===== config.mk =====
export PLATFORM = sky130hd
export DESIGN_NAME = fdiv_issue
export DESIGN_NICKNAME = d
export VERILOG_FILES = /design/src/rtl/fdiv_pkg.sv /design/src/rtl/fdiv_watchdog.sv /design/src/rtl/fdiv_issue.sv
export SDC_FILE = /design/constraint.sdc
export NUM_CORES = 1
export LEC_CHECK = 0
export ABC_AREA = 1
export BUFFER_PORTS_ARGS = -buffer_cell sky130_fd_sc_hd__buf_2
export CAP_MARGIN = 20
export CORE_ASPECT_RATIO = 0.9
export CORE_MARGIN = 4
export CORE_UTILIZATION = 25
export DETAILED_ROUTE_END_ITERATION = 8
export PLACE_DENSITY = 0.53
export SLEW_MARGIN = 15
export SYNTH_ARGS = -nofsm -noshare
export SYNTH_HDL_FRONTEND = slang
export SYNTH_SLANG_ARGS = --single-unit

===== constraint.sdc =====
create_clock -name clk -period 2 [get_ports clk]
set_input_delay 0.2 -clock clk [delete_from_list [all_inputs] [get_ports clk]]
set_output_delay 0.2 -clock clk [all_outputs]
set_load 0.01 [all_outputs]

===== src/rtl/fdiv_pkg.sv =====
// rtl/fdiv_pkg.sv - shared op encodings, issue FSM states and FP constants for the fdiv issue block
package fdiv_pkg;

    localparam logic [1:0] FDIV_OP_DIV  = 2'd0;
    localparam logic [1:0] FDIV_OP_SQRT = 2'd1;
    localparam logic [1:0] FDIV_OP_RCP  = 2'd2;
    localparam logic [1:0] FDIV_OP_RSQ  = 2'd3;

    localparam logic [31:0] FP_QNAN = 32'h7fc00000;
    localparam logic [31:0] FP_ONE  = 32'h3f800000;

    typedef enum logic [1:0] {
        IDLE  = 2'd0,
        ISSUE = 2'd1,
        WAIT  = 2'd2,
        HOLD  = 2'd3
    } state_t;

endpackage


===== src/rtl/fdiv_watchdog.sv =====
// rtl/fdiv_watchdog.sv - WAIT-state watchdog; o_expire is high on the TIMEOUT-th enabled cycle
module fdiv_watchdog #(
    parameter int TIMEOUT = 64
) (
    input  logic clk,
    input  logic rst,
    input  logic i_clear,
    input  logic i_enable,
    output logic o_expire
);

    localparam int CW = $clog2(TIMEOUT + 1);

    logic [CW-1:0] r_cnt;

    always_ff @(posedge clk) begin
        if (rst || i_clear) begin
            r_cnt <= '0;
        end else if (i_enable && !o_expire) begin
            r_cnt <= r_cnt + CW'(1);
        end
    end

    // The first enabled cycle sees count 0, so the TIMEOUT-th one sees TIMEOUT-1.
    assign o_expire = i_enable && (r_cnt == CW'(TIMEOUT - 1));

endmodule


===== src/rtl/fdiv_issue.sv =====
// rtl/fdiv_issue.sv - fdiv dispatch/done initiator; optional done watchdog under FDIV_ISSUE_TIMEOUT_EN
module fdiv_issue
    import fdiv_pkg::*;
#(
    parameter int TAG_W   = 4,
    parameter int TIMEOUT = 64
) (
    input  logic             clk,
    input  logic             rst,
    input  logic             req_valid,
    output logic             req_ready,
    input  logic [31:0]      req_a,
    input  logic [31:0]      req_b,
    input  logic [1:0]       req_op,
    input  logic [TAG_W-1:0] req_tag,
    output logic             dispatch,
    output logic [31:0]      a,
    output logic [31:0]      b,
    output logic [1:0]       op,
    input  logic             done,
    input  logic [31:0]      q,
    output logic             res_valid,
    input  logic             res_ready,
    output logic [31:0]      res_q,
    output logic [TAG_W-1:0] res_tag,
    output logic             res_err
);

    state_t            r_state;
    state_t            w_next;
    logic [31:0]       r_a;
    logic [31:0]       r_b;
    logic [1:0]        r_op;
    logic [TAG_W-1:0]  r_tag;
    logic [31:0]       r_res_q;
    logic [TAG_W-1:0]  r_res_tag;
    logic              r_res_err;
    logic              w_expire;

`ifdef FDIV_ISSUE_TIMEOUT_EN
    fdiv_watchdog #(
        .TIMEOUT (TIMEOUT)
    ) u_watchdog (
        .clk      (clk),
        .rst      (rst),
        .i_clear  (r_state == ISSUE),
        .i_enable (r_state == WAIT),
        .o_expire (w_expire)
    );
`else
    logic w_unused_timeout;
    assign w_unused_timeout = (TIMEOUT > 0);
    assign w_expire         = 1'b0;
`endif

    always_ff @(posedge clk) begin
        if (rst) begin
            r_state <= IDLE;
        end else begin
            r_state <= w_next;
        end
    end

    always_comb begin
        w_next    = r_state;
        req_ready = 1'b0;
        dispatch  = 1'b0;
        case (r_state)
            IDLE: begin
                req_ready = 1'b1;
                if (req_valid) w_next = ISSUE;
            end
            ISSUE: begin
                dispatch = 1'b1;
                w_next   = WAIT;
            end
            WAIT: begin
                if (done || w_expire) w_next = HOLD;
            end
            HOLD: begin
                if (res_ready) w_next = IDLE;
            end
            default: w_next = IDLE;
        endcase
    end

    always_ff @(posedge clk) begin
        if (rst) begin
            r_a       <= '0;
            r_b       <= '0;
            r_op      <= '0;
            r_tag     <= '0;
            r_res_q   <= '0;
            r_res_tag <= '0;
            r_res_err <= 1'b0;
        end else begin
            if (r_state == IDLE && req_valid) begin
                r_a   <= req_a;
                r_b   <= req_b;
                r_op  <= req_op;
                r_tag <= req_tag;
            end
            // done takes priority over a watchdog expiry in the same cycle
            if (r_state == WAIT && done) begin
                r_res_q   <= q;
                r_res_tag <= r_tag;
                r_res_err <= 1'b0;
            end else if (r_state == WAIT && w_expire) begin
                r_res_q   <= FP_QNAN;
                r_res_tag <= r_tag;
                r_res_err <= 1'b1;
            end
        end
    end

    assign a         = r_a;
    assign b         = r_b;
    assign op        = r_op;
    assign res_valid = (r_state == HOLD);
    assign res_q     = r_res_q;
    assign res_tag   = r_res_tag;
`ifdef FDIV_ISSUE_TIMEOUT_EN
    assign res_err   = r_res_err;
`else
    assign res_err   = 1'b0;
`endif

endmodule


==> results of run 1 <==
metrics by stage:
stage                     utilization [%]  total power [W]
after floorplan                         -          0.00460
after global placement               33.7          0.00544
after detailed placement             33.7          0.00543
after CTS                            35.7          0.00724
after global routing                 35.7          0.00769
final                                35.7          0.00709
synthesized netlist by cell type, types with 2 or more instances:
cell and count:
o21ai_1 22, o21ai_0 84, nand3_1 2, clkbuf_1 7, nand2_1 6, inv_1 5
clkbuf_2 9, buf_6 11, dfxtp_1 108, buf_2 3, ha_1 5, nor2_1 215
path summary, 6_finish.rpt:
kind / endpoint / slack [ps] / cells after the start / startpoint
worst min-delay path: res_q[11] / 90 / 3 / q[11]
worst max register to register: res_q[5] / 480 / 6 / r_state[0]
worst max-delay path: res_q[5] / 480 / 6 / r_state[0]
worst min register to register: op[0] / 480 / 2 / op[0]
state kept, by name, summed over array words and instances, names as in the netlist:
| signal | flops |
|---|---|
| op | 2 |
| r_tag | 4 |
| r_state | 2 |
| res_tag | 4 |
| b | 32 |
| a | 32 |
| res_q | 32 |
power groups by stage:
stage / Clock [W] / Combinational [W] / Sequential, W
after floorplan: 0 / 0.00136 / 0.00324
after global placement: 0 / 0.00244 / 0.00299
after detailed placement: 0 / 0.00243 / 0.00300
after CTS: 0.00185 / 0.00243 / 0.00296
after global routing: 0.00193 / 0.00273 / 0.00303
final: 0.00176 / 0.00238 / 0.00295
worst max-delay path: cells and delay by family, from the launching register on:
kind | cells | cell delay (ps)
adders and majority gates | 1 | 260
buffers and inverters | 2 | 350
DFF | 1 | 360
and+or+nand+nor | 3 | 440
final cells by class:
type                    count  area share [%]
flip-flops and latches    108            40.4
multi-input cells         338            27.3
repair buffers            218            21.4
well taps                 198            4.63
clock buffers               9            4.21
clock inverters             6            1.22
inverters                   8           0.702
diodes                      1          0.0468
routing by layer:
metal	routed length (µm)	vias up	share of wire, %
li1	-	1933	-
met1	4830	1565	44
met2	4910	135	45
met3	1060	11	9.7
met4	146	0	1.3
met5	0	-	0
logic make-up (layout without fill, tap and decap cells):
group / count (synthesis) / in the layout / synth area share [%]
other cells: 1 / 2 / 0.0967
flops: 108 / 108 / 55.7
buf+inv: 40 / 241 / 6.68
compound gates: 107 / 107 / 13.8
fa+ha+maj: 5 / 5 / 1.61
simple gates: 225 / 225 / 22.1
==> qor.yml, run 1 <==
run:
  cap_violations: 0
pwr:
  leakagePower_nw: 2.61
  clkPwrFrac_pct: 24.8
  p_per_area_nw_per_um2: 1330
  power.switching_w: 0.00250
  ir_drop_uv: 576
  combPwrFrac_pct: 33.6
  internal_power_w: 0.00459
  switching_share_pct: 35.2
  power_frac_seq_pct: 41.6
timing:
  rsz0062_at_grt: "false"
  setup_viol_count_final: 0
  fin_crit_sh_pct: 76.2
  drv_slew: 0
  hold_violations: 0
  finalHoldWorstSlack_ps: 85.9
  finalClockSkew_ps: 7.51
  layout_setup_ws_ps: 476
  fmax_ghz: 0.656
  setup_tns_ps: 0
  fin_crit_ps: 1520
floorplan:
  num_io_pins: 213
  dieArea_um2: 17600
  die_width_um: 139
  die_h_um: 126
  core_area_um2: 15000
  start_util_pct: 25.9
  rows: 42
worst_hold_path:
  hold_path_class: "in -> reg"
yosys:
  ys_seq_elements: 108
  synth_seq_area_share_pct: 55.7
  async_reset_ff_share_pct: 0
  synth_fp_nets: 598
  yosysWarnings: 0
  syn-cell-area_um2: 3880
  avgSynthCellArea_um2: 7.98
  synthFlopType: "dfxtp_1"
  synth_top_area_share_pct: 55.7
  yosysUniqueCellTypes: 21
  synth_area_leaders: "dfxtp_1, nor2_1, o21ai_0"
  syn_inst: 486
  synth_edf_count: 0
  yosysTopAreaCell: "dfxtp_1"
finish:
  final_nets: 795
  stdcell_area_um2: 5350
  areaGrowthSynthToFinish_pct: 37.8
  multi_input_area_um2: 1460
  finalNonFillerCells: 886
  seq_area_um2: 2160
  n_fill_cell: 1601
  final_common_cell: "nor2_1"
  layout-drive-gt1-share_pct: 34.6
  layout_common_cells: "nor2_1, buf_2, dfxtp_1"
global_route:
  grtUsageMet1_pct: 15.1
  grt_pass1_wl_um: 17400
  busiest_layer: "met2"
  grt_pass1_vias: 3396
  met2_usage_pct: 18.7
  grtUsageMet3_pct: 5.65
  grt_max_degree: 71
  track_usage_pct: 12.2
  antenna_found_initial: 1
  grt_overflow: 0
routing:
  num_vias: 3644
  routed_via_density: 4.11
  wire_per_inst_um: 12.4
  drtIter0Drc: 77
  postRouteWirelength_um: 10900
  dr.pass1.iters: 4
  drc: 0
  ant_nets: 0
placed_design:
  pre_cts_slack_ps: 466
  place_area_um2: 5050
  post-dp-hpwl_um: 7770
  portBuffers: 211
  place_congestion: 0.731
  placed_cells: 870
critical_path:
  cp-start-kind: "register"
  crit_chain: "inv_1 -> ha_1 -> nand2_4 -> clkinv_4 -> nor2_1 -> nor2_1"
  cp_max_fo: 36
  path_class: "reg -> reg"
  critPathSlowestCell: "dfxtp_1"
  cp.required_ps: 2240
  crit_top_cell: "nor2_1"
  endpoint_kind: "register"
  cp.arrival_ps: 1770
  max_stage_delay_ps: 360
cts:
  cts_sinks: 108
  cts_htree_levels: 3
  numCtsBuffers: 9
  cts_tree: "built"
  clockBufferDepth: 2
  path_clk_slew_ps: 70
  cts_setup_buffers: 0
  clockRootBuffer: "clkbuf_16"
  cts_hold_buf: 0
  post_cts_resized: 0
  clk_latency_ps: 350
run_status:
  status: "completed"
Power figures use the tool's default switching activity.
==> run 2, diff against run 1 <==
- ABC_AREA: 1 -> 0
- PLACE_DENSITY: 0.53 -> 0.55
- clock period: 2 -> 1.38 ns (I/O delays scaled with it)
==> run 2 against run 1 <==
Net effect: synthesized area shrank 0.61%; register-to-register slack lost 380 ps; critical path type is now reg -> out; critical endpoint is now dispatch; design area grew 8.0%.
==> qor.yml, run 2 <==
run_status:
  status: "completed"
pwr:
  leakagePower_nw: 2.66
  p_total_w: 0.00921
  p_per_area_nw_per_um2: 1600
  ir_drop_uv: 804
global_route:
  grtUsageMet3_pct: 5.91
  grt_overflow: 0
  antenna_found_initial: 1
  grt_pass1_wl_um: 19100
  grtUsageMet1_pct: 15.8
  grt_max_degree: 38
  met2_usage_pct: 21.2
  grt_pass1_vias: 3775
  track_usage_pct: 13.2
  busiest_layer: "met2"
finish:
  seq_area_um2: 2160
  areaGrowthSynthToFinish_pct: 49.7
  stdcell_area_um2: 5770
  n_fill_cell: 1574
  layout-drive-gt1-share_pct: 36.0
  final_common_cell: "nand2_1"
  multi_input_area_um2: 1510
  layout_common_cells: "nand2_1, buf_2, dfxtp_1"
  final_nets: 820
routing:
  ant_nets: 0
  postRouteWirelength_um: 12300
  routed_via_density: 4.31
  dr.pass1.iters: 4
  drtIter0Drc: 107
  num_vias: 3929
  drc: 0
  wire_per_inst_um: 13.5
cts:
  clockBufferDepth: 2
  cts_sinks: 108
  path_clk_slew_ps: 80
  cts_htree_levels: 3
  cts_tree: "built"
  numCtsBuffers: 9
  cts_setup_buffers: 0
  clk_latency_ps: 360
  clockRootBuffer: "clkbuf_16"
yosys:
  yosysUniqueCellTypes: 18
  yosysMostFrequentCell: "nand2_1"
  synth_top_area_share_pct: 56.1
  syn_inst: 483
  ys_seq_elements: 108
  synth_area_leaders: "dfxtp_1, nand2_1, a21oi_1"
  ys_top_cells_by_count: "nand2_1, dfxtp_1, a21oi_1"
  yosysWarnings: 0
  syn-cell-area_um2: 3860
  async_reset_ff_share_pct: 0
  synth_fp_nets: 595
  synthFlopType: "dfxtp_1"
  synth_seq_area_share_pct: 56.1
  avgSynthCellArea_um2: 7.98
  yosysTopAreaCell: "dfxtp_1"
  synth_edf_count: 0
worst_hold_path:
  hold_path_class: "in -> reg"
floorplan:
  dieArea_um2: 17500
  die_h_um: 126
  start_util_pct: 25.8
  die_width_um: 139
  core_area_um2: 14900
  rows: 42
  num_io_pins: 213
critical_path:
  cp-start-kind: "register"
  endpoint_kind: "output port"
  path_class: "reg -> out"
  cp.required_ps: 1240
  cp_max_fo: 3
  cp.arrival_ps: 1190
placed_design:
  post-dp-hpwl_um: 8240
  place_area_um2: 5160
  place_congestion: 0.769
  portBuffers: 211
timing:
  drv_slew: 0
  finalHoldWorstSlack_ps: 15.0
  fin_crit_ps: 1330
  finalClockSkew_ps: 9.50
  setup_viol_count_final: 0
  fmax_ghz: 0.753
  fin_crit_sh_pct: 96.3
  hold_violations: 0
run:
  cap_violations: 0
-- run 2: cell count changes in the layout (fill, tap and decap cells not counted), moves of 17 or more --
| cell | before | now |
|---|---|---|
| nor2_1 | 215 | 1 |
| nand2_1 | 6 | 212 |
| a21oi_1 | 1 | 106 |
| o21ai_0 | 84 | 0 |
| o21ai_1 | 22 | 0 |
| dlygate4sd3_1 | 0 | 17 |
-- run 2: kinds of logic (layout without fill, tap and decap cells) --
kind of cell | Yosys count | in the layout | synth area share (%)
other | 1 | 2 | 0.0972
AND/OR/NAND/NOR | 223 | 223 | 22.3
adder cells (fa/ha/maj) | 5 | 5 | 1.62
AO/OA/AOI/OAI | 108 | 108 | 14.1
buffers and inverters | 37 | 267 | 5.55
flip-flops | 108 | 108 | 56.1
multiplexers | 1 | 1 | 0.260
-- run 2: per-layer routing --
layer  share of wire [%]  vias up  routed length (µm)
li1                    -     1984                   -
met1                  43     1760                5300
met2                  46      167                5610
met3                 9.4       18                1160
met4                 2.0        0                 246
met5                   0        -                   0
-- run 2: path summary, 6_finish.rpt --
kind,startpoint,endpoint,slack (ps),cells past startpoint
worst min-delay path,req_b[22],b[22],10,3
worst min register to register,b[3],b[3],450,2
worst max register to register,r_state[0],a[3],100,6
worst max-delay path,r_state[1],dispatch,50,4
-- run 2: through the flow --
step | cells | TNS [ps] | utilization [%] | worst slack [ps]
floorplan | 483 | 0 | - | 16.4
global placement | 874 | 0 | 34.6 | 35.1
detailed placement | 874 | 0 | 34.6 | 2.42
CTS | 908 | -197 | 38.0 | -17.5
global route | 912 | -9.83 | 38.7 | -9.83
finish | 912 | 0 | 38.7 | 51.6
-- run 2: cell type report --
cell class / count / area share [%]
sequential: 108 / 37.5
inverter: 2 / 0.130
clock inverter: 6 / 1.21
tap: 198 / 4.29
antenna: 1 / 0.0434
multi-input combinational: 338 / 26.1
clock buffer: 10 / 4.14
timing repair buffer: 249 / 26.6
-- run 2: timing repair --
| item | in CTS | in global routing |
|---|---|---|
| pin swaps | 2 | 0 |
| gates cloned | 1 | 3 |
| hold buffers | 17 | 0 |
| endpoints found under the hold margin | 17 | 0 |
| resized for setup | 2 | 9 |
| endpoints found under the setup margin | 2 | 104 |
-- run 2: where the power goes --
part | switching, W | leakage [nW] | total [W] | internal, W
logic | 0.00153 | 1.63 | 0.00274 | 0.00121
registers | 0.000212 | 0.882 | 0.00376 | 0.00355
clock network | 0.00123 | 0.154 | 0.00271 | 0.00148
total | 0.00298 | 2.66 | 0.00921 | 0.00624
-- run 2: worst max-delay path, stage by stage (launching register included) --
cell     delay [ps]
dfxtp_2         350
inv_2            60
buf_4           130
ha_1            170
buf_2           140
